`src/rtl/oneton_rd_dispatcher.sv`:
```
// rtl/oneton_rd_dispatcher.sv - read-side scheduler fanning one FIFO word out to N lane consumers
//
// Pops one N-lane word from the async FIFO read port, holds it, and offers each
// enabled byte lane to its own consumer over valid/ready. The next word is popped
// only after every enabled lane was accepted or dropped by the idle timeout.
//
// Ports:
//   i_rd_clk, i_rd_rstn      read clock, synchronous active-low reset
//   i_lane_en                lane enable mask, sampled in the POP cycle
//   i_fifo_empty             FIFO read-side empty flag
//   o_fifo_rd_en             FIFO read enable, all ones for one cycle per pop
//   i_fifo_rd_data           FIFO read data, valid the cycle after the pop
//   o_lane_valid/i_lane_ready per-lane handshake
//   o_lane_data              held word, lane k at [k*WIDTH +: WIDTH]
//   o_busy                   high whenever not IDLE
//   o_word_cnt               retired-word counter (wraps)
//   o_drop_flag/i_drop_clr   sticky per-lane drop flags and their clear
module oneton_rd_dispatcher #(
    parameter int WIDTH     = 8,
    parameter int N_READERS = 8,
    parameter int TIMEOUT   = 255,
    parameter int CNT_W     = 16
) (
    input  logic                         i_rd_clk,
    input  logic                         i_rd_rstn,
    input  logic [N_READERS-1:0]         i_lane_en,
    input  logic                         i_fifo_empty,
    output logic [N_READERS-1:0]         o_fifo_rd_en,
    input  logic [N_READERS*WIDTH-1:0]   i_fifo_rd_data,
    output logic [N_READERS-1:0]         o_lane_valid,
    input  logic [N_READERS-1:0]         i_lane_ready,
    output logic [N_READERS*WIDTH-1:0]   o_lane_data,
    output logic                         o_busy,
    output logic [CNT_W-1:0]             o_word_cnt,
    output logic [N_READERS-1:0]         o_drop_flag,
    input  logic                         i_drop_clr
);

    // A zero TIMEOUT still needs a one-bit counter to keep the vector legal.
    localparam int TO_W = (TIMEOUT > 0) ? $clog2(TIMEOUT + 1) : 1;

    typedef enum logic [1:0] {
        S_IDLE = 2'd0,
        S_POP  = 2'd1,
        S_LOAD = 2'd2,
        S_DISP = 2'd3
    } state_t;

    state_t                       state_q, state_d;
    logic [N_READERS*WIDTH-1:0]   data_q, data_d;
    logic [N_READERS-1:0]         pending_q, pending_d;
    logic [N_READERS-1:0]         en_q, en_d;
    logic [TO_W-1:0]              to_cnt_q, to_cnt_d;
    logic [CNT_W-1:0]             word_cnt_q, word_cnt_d;
    logic [N_READERS-1:0]         drop_q, drop_d;

    logic                         start_ok;
    logic [N_READERS-1:0]         hs;
    logic [N_READERS-1:0]         pend_left;
    logic [N_READERS-1:0]         drop_set;
    logic [TO_W-1:0]              to_inc;
    logic                         timeout_hit;

    always_ff @(posedge i_rd_clk) begin
        if (!i_rd_rstn) begin
            state_q    <= S_IDLE;
            data_q     <= '0;
            pending_q  <= '0;
            en_q       <= '0;
            to_cnt_q   <= '0;
            word_cnt_q <= '0;
            drop_q     <= '0;
        end else begin
            state_q    <= state_d;
            data_q     <= data_d;
            pending_q  <= pending_d;
            en_q       <= en_d;
            to_cnt_q   <= to_cnt_d;
            word_cnt_q <= word_cnt_d;
            drop_q     <= drop_d;
        end
    end

    always_comb begin
        state_d     = state_q;
        data_d      = data_q;
        pending_d   = pending_q;
        en_d        = en_q;
        to_cnt_d    = to_cnt_q;
        word_cnt_d  = word_cnt_q;
        drop_set    = '0;
        pend_left   = pending_q;
        start_ok    = !i_fifo_empty && (|i_lane_en);
        hs          = (state_q == S_DISP) ? (pending_q & i_lane_ready) : '0;
        to_inc      = to_cnt_q + 1'b1;
        // Only a cycle with no handshake at all can expire the word.
        timeout_hit = (TIMEOUT != 0) && (hs == '0) && (to_inc == TO_W'(TIMEOUT));

        case (state_q)
            S_IDLE: begin
                if (start_ok) begin
                    state_d = S_POP;
                end
            end
            S_POP: begin
                en_d    = i_lane_en;
                state_d = S_LOAD;
            end
            S_LOAD: begin
                data_d    = i_fifo_rd_data;
                pending_d = en_q;
                to_cnt_d  = '0;
                state_d   = S_DISP;
            end
            default: begin
                pend_left = pending_q & ~hs;
                to_cnt_d  = (hs != '0) ? '0 : to_inc;
                if (timeout_hit && (pend_left != '0)) begin
                    drop_set  = pend_left;
                    pend_left = '0;
                end
                pending_d = pend_left;
                // Retire decision sees this cycle's handshakes and any drop.
                if (pend_left == '0) begin
                    word_cnt_d = word_cnt_q + 1'b1;
                    state_d    = start_ok ? S_POP : S_IDLE;
                end
            end
        endcase

        // Clear first, then OR in new drops so a same-cycle drop survives.
        drop_d = (i_drop_clr ? '0 : drop_q) | drop_set;
    end

    always_comb begin
        o_fifo_rd_en = (state_q == S_POP) ? '1 : '0;
        o_lane_valid = (state_q == S_DISP) ? pending_q : '0;
        o_busy       = (state_q != S_IDLE);
        o_lane_data  = data_q;
        o_word_cnt   = word_cnt_q;
        o_drop_flag  = drop_q;
    end

endmodule

```
`config.mk`:
```
export PLATFORM = sky130hd
export DESIGN_NAME = oneton_rd_dispatcher
export DESIGN_NICKNAME = d
export VERILOG_FILES = /design/src/rtl/oneton_rd_dispatcher.sv
export SDC_FILE = /design/constraint.sdc
export NUM_CORES = 1
export LEC_CHECK = 0
export CORE_ASPECT_RATIO = 0.5
export CORE_MARGIN = 2
export CORE_UTILIZATION = 30
export DETAILED_ROUTE_END_ITERATION = 10
export SYNTH_ARGS = -nofsm -noshare
export SYNTH_HDL_FRONTEND = slang
export SYNTH_SLANG_ARGS = --single-unit
```
`constraint.sdc`:
```
create_clock -name i_rd_clk -period 4.8 [get_ports i_rd_clk]
set_input_delay 0.96 -clock i_rd_clk [delete_from_list [all_inputs] [get_ports i_rd_clk]]
set_output_delay 0.96 -clock i_rd_clk [all_outputs]
set_load 0.01 [all_outputs]
```
# ---- After elaboration in Yosys (flattened, before gate mapping)
# Index checks and enable logic that the tools add are counted.
# W data, S select, Z words.
dict set report totals {
  reg_bits 114
  latch_bits 0
  ramBits 0
  romBits 0
  in_bits 84
  out_inout_bits 105
  elab_cells 50
  n_memories 0
}
dict set report op_classes {
  add_sub_neg 2
  mul 0
  div 0
  order_cmp 0
  eq_ne 5
  shift 0
  muxes 15
  n_bitwise 5
  reduce_logical 16
}
# operator count
set op_table {}
lappend op_table {{$mux W8} 9}
lappend op_table {{$pmux W8 S2} 2}
lappend op_table {{$add A16 B1 Y16 const B} 1}
lappend op_table {{$and A8 B8 Y8} 2}
lappend op_table {{$logic_not A8 Y1} 2}
lappend op_table {{$reduce_bool A8 Y1} 2}
lappend op_table {{$add A8 B1 Y8 const B} 1}
lappend op_table {{$eq A8 B8 Y1 const B} 1}
lappend op_table {{$not A8 Y8} 1}
lappend op_table {{$or A8 B8 Y8} 1}
lappend op_table {{$reduce_or A8 Y1} 1}
lappend op_table {{$pmux W2 S3} 1}
lappend op_table {{$eq A2 B2 Y1 const B} 2}
lappend op_table {{$mux W2} 2}
lappend op_table {{$reduce_and A2 Y1} 2}
lappend op_table {{$reduce_bool A4 Y1} 1}
lappend op_table {{$logic_and A1 B1 Y1} 3}
lappend op_table {{$reduce_or A3 Y1} 1}
lappend op_table {{$eq A2 B1 Y1 const B} 1}
lappend op_table {{$logic_not A2 Y1} 1}
lappend op_table {{$ne A2 B2 Y1 const B} 1}
lappend op_table {{$reduce_bool A2 Y1} 1}
lappend op_table {{$reduce_or A2 Y1} 1}
lappend op_table {{$logic_not A1 Y1} 1}
lappend op_table {{other kinds (2)} 2}

# ---- Depth between registers and ports, before layout
dict set report depth {
  ltp_word 11
  ltp_mapped 9
  mapped_depth_nobuf 7
}

# ---- Worst setup path after synthesis
# No wires, ideal clock.
dict set report synth_path {
  path_kind {input port to flip-flop}
  start {in i_lane_ready[6]}
  end {reg drop_q[1], in the netlist o_drop_flag[1]}
  setup_ps 67
  arrival_ps 2283
  required_ps 4733
  setup_slack_ps 2449
  stages 5
  n_path_buf 0
  path_cell_list {a22oi_1 > a41o_1 > o2111ai_2 > or4_4 > o21ai_2}
}
dict set report synth_via {
  elab_chain_cells 9
  elab_cells_between_ends 11
  cone_classes {mux (3); bitwise (4); reduce/logical (4)}
}
# element line
set synth_rtl {}
lappend synth_rtl {{start, declared} 31} ;# input logic [N_READERS-1:0] i_lane_ready,
lappend synth_rtl {{$and A8 B8 Y8 *} 94} ;# hs = (state_q == S_DISP) ? (pending_q & i_lane_ready) : '0;
lappend synth_rtl {{$mux W8 *} 94}
lappend synth_rtl {{$not A8 Y8} 116} ;# pend_left = pending_q & ~hs;
lappend synth_rtl {{$and A8 B8 Y8} 116}
lappend synth_rtl {{$reduce_bool A8 Y1} 118} ;# if (timeout_hit && (pend_left != '0)) begin
lappend synth_rtl {{$logic_and A1 B1 Y1 *} 118}
lappend synth_rtl {{$mux W8 *} 118}
lappend synth_rtl {{$mux W8 *} 99} ;# case (state_q)
lappend synth_rtl {{$or A8 B8 Y8 *} 132} ;# drop_d = (i_drop_clr ? '0 : drop_q) | drop_set;
lappend synth_rtl {{end signal, assigned} 80} ;# drop_q <= drop_d;
lappend synth_rtl {{end, declared} 55} ;# logic [N_READERS-1:0] drop_q, drop_d;
# Mark *: on every way between the ends. The rest lies on a longest branch, timed or not.
# A chain may end at the register's enable or synchronous reset.

# ---- Worst setup path after layout
dict set report layout_path {
  start {in i_lane_ready[6]}
  end {reg drop_q[4], in the netlist o_drop_flag[4]}
}
# Same word-level chain as after synthesis.

==> results.txt <==
Power comes to 3.87 mW. The fraction of power consumed by the clock network came out at 0.334. After synthesis, the most frequently instantiated cells are 114 x dfxtp_1, 86 x mux2i_1, 77 x nor2_1. The floorplan has 34 rows. The area taken by multi-input logic gates is 2700 µm². The average wire length per cell after detail routing came out at 14.5 µm.

For this design the ratio of total power to cell area is 494 nW/µm². The largest total area in the synthesized netlist belongs to dfxtp_1. The maximum number of pins on one net before global-route repair is 79. The signal on the critical path passes through clkdlybuf4s50_1 -> a22oi_1 -> a41o_1 -> o2111ai_2 -> or4_4 -> o21ai_2.

The number of hold violations in the final report is 0. The estimated wirelength of the detail-placed design came out at 9690 µm. The critical path required time is 5.14 ns. The number of distinct standard cells referenced by the synthesized netlist is 55. The portion of synthesized cell area occupied by the leading cell type is 0.437.

189 I/O pins were placed. The final-layout setup total negative slack is 0 ns. Of the available clock period, the critical path in the final layout requires 0.678. The most used flip-flop cell after synthesis is dfxtp_1.

At the pin with the least slew margin, the transition time is 1.23 ns. On the critical path, the stage with the largest delay is an instance of or4_4. The reported net switching power came out at 1.27 mW.

CTS built an H-tree with a depth of 4. The residual overflow from global routing came out at 0. The via count of the first global-routing pass came out at 4,529. The maximum operating frequency is 0.307 GHz. In the post-synthesis netlist, the cell with the most instances is dfxtp_1.

The final worst slack is 1.55 ns. Setup repair after global routing left no endpoint under its margin. The sequential cell area is 2280 µm².

The count of final setup violators is 0. The worst setup timing slack at the placement stage is 1.14 ns. The fraction of synthesis flops using an asynchronous set or reset pin is 0. The finished layout holds 976 standard cells, fillers aside. The placed standard-cell area came out at 7230 µm². The proportion of power drawn by flip-flops and latches is 0.317. The flow ran to the end, and the final reports show no timing, DRC or antenna violations. The final layout net count is 820. In the global route stage, overall resource usage came out at 0.157.

The core region is 17,200 µm². For this run, global-route usage on met2 was measured as 0.259. The vertical die dimension is 97.3 µm. The count of vias placed by the detailed router is 4,569. After clock tree synthesis, the clock-pin slew on the worst setup and hold paths is 0.05 ns. Yosys mapped a number of flops with a built-in enable equal to 0. After the first detailed-routing iteration, the DRC count stood at 250. In this run the worst path has a maximum fanout of 17. The sum of routed wire length over all layers came out at 14,200 µm.

The first detailed-routing pass ran for 4 iterations. The number of cells produced by synthesis came out at 560. The repair_antennas step left the layout with diodes totalling 0. The die boundary width came out at 191 µm. The switching share of power came out at 0.329. After global routing, the most crowded layer is met2. After detailed placement, the design holds a cell count of 944.

The area of the mapped netlist is 5220 µm². The largest vdd supply drop came out at 246 µV. The combinational power share is 0.349. The number of buffers inserted for hold repair after clock tree synthesis is 0. Yosys attributes the largest share of cell area to dfxtp_1 44%, mux2i_1 16%, nor2_1 5.5%.

In this run the static leakage power is 2.72 nW. The root buffer cell is clkbuf_16. The port buffer count is 188. The detailed-route DRC error count is 0. For met1 alone, demand over resource in global routing was 0.195. The critical path is of the input port to flip-flop type.

The final critical delay including setup and external delays is 3.25 ns. The internal power contribution is 2.59 mW. The detailed-route vias per instance is 4.68. TritonCTS built the clock tree.

Routability-driven placement finished with a final weighted congestion of 0.789. The full die area is 18,500 µm². The largest single stage delay on the critical path is 0.70 ns. From synthesis to final layout, the design area changed by 50.0%. Yosys printed 0 warnings. The number of max-cap violations came out at 0.

The initial core utilization came out at 0.304. In the global route stage, met3 resource usage came out at 0.0466. The later-pin clock latency in the skew report is 0.41 ns. The post-CTS setup repair buffer count is 0. Across the routed clock network, the largest skew measured is 0.00462 ns. The kind of start point of the critical path is an input port. The number of slew-limit violations in the final report is 0. The number of antenna violations at the first check in global routing came out at 0. The number of nets produced by synthesis came out at 651.

In the final layout, the share of cells above drive strength 1 is 0.0795. The first-pass GRT wire length is 23,200 µm. After routing the design area is 7830 µm².

The number of resized instances in the post-cts repair step is 0. The part of the Yosys area used for sequential elements is 0.437. The filler cell count came out at 1,684. STA puts the critical path data arrival time at 3.59 ns. The maximum clock path buffer count came out at 2. The flip-flop and latch count after synthesis came out at 114. The post-route antenna net violation count came out at 0. The tightest min-delay check is of the flip-flop to flip-flop type. The worst setup path is captured at a flip-flop. The total CTS buffers came out at 17. The average cell area after synthesis is 9.32 µm². The headroom to the max-slew limit is 0.179. The tree built by TritonCTS fans out to 114 sinks.
-- through the flow --
stage / hold WS, ns / utilization
floorplan: 0.459 / -
global placement: 0.447 / 0.421
detailed placement: 0.450 / 0.421
CTS: 0.464 / 0.455
global route: 0.474 / 0.455
finish: 0.458 / 0.455
-- cell type report --
cell class	instances	area share
multi-input combinational	394	0.345
sequential	114	0.292
timing repair buffer	193	0.245
clock buffer	22	0.0593
tap	234	0.0374
clock inverter	10	0.0169
inverter	9	0.00432
-- layer usage --
metal,vias to the layer above,wire [µm],part of all wire
li1,2304,-,-
met1,2155,6500,0.46
met2,95,6790,0.48
met3,15,713,0.050
met4,0,184,0.013
met5,-,0,0
-- sequential cells by signal (all words and copies together), names as in the netlist --
name	flops
pending_q	8
state_q	2
en_q	8
o_lane_data	64
o_drop_flag	8
to_cnt_q	8
o_word_cnt	16
-- worst paths after layout --
kind,startpoint,end,slack [ns],cells after the start
setup / recovery,i_lane_ready[6],o_drop_flag[4],1.55,6
hold / removal,o_drop_flag[1],o_drop_flag[1],0.46,2
setup reg to reg,state_q[1],o_drop_flag[4],1.57,7
hold reg to reg,o_drop_flag[1],o_drop_flag[1],0.46,2
-- cell families (layout without fill, tap and decap cells) --
logic type	after synthesis	count (layout)	share of synthesized area
flip-flops	114	114	0.437
AND/OR/NAND/NOR	222	222	0.214
XOR/XNOR	2	2	0.00480
AO/OA/AOI/OAI	76	76	0.112
buffers and inverters	52	234	0.0475
multiplexers	87	87	0.167
adder cells (fa/ha/maj)	7	7	0.0168
-- cells in the final DEF, fill, tap and decap left out, drive strengths merged, types with 8 or more instances in the layout --
cell type and n:
nand3 19, and3 9, and2 12, a31oi 11
clkbuf 22, inv 9, nand2b 25, nand2 43
o22ai 10, nor3 8, clkdlybuf4s50 188, nand4 12
mux2i 86, dfxtp 114, nor2 77, o21ai 17
-- worst max-delay path: cells and delay by family --
family / cells / cell delay (ns)
compound gates: 4 / 1.48
buf+inv: 1 / 0.44
simple gates: 1 / 0.70
-- power by group through the flow --
stage	registers [mW]	clock network, mW	logic, mW
final	1.23	1.29	1.35
after global routing	1.25	1.37	1.47
after CTS	1.23	1.32	1.36
after detailed placement	1.25	0	1.35
after global placement	1.24	0	1.34
after floorplan	1.26	0	0.859
Power figures use the tool's default switching activity.
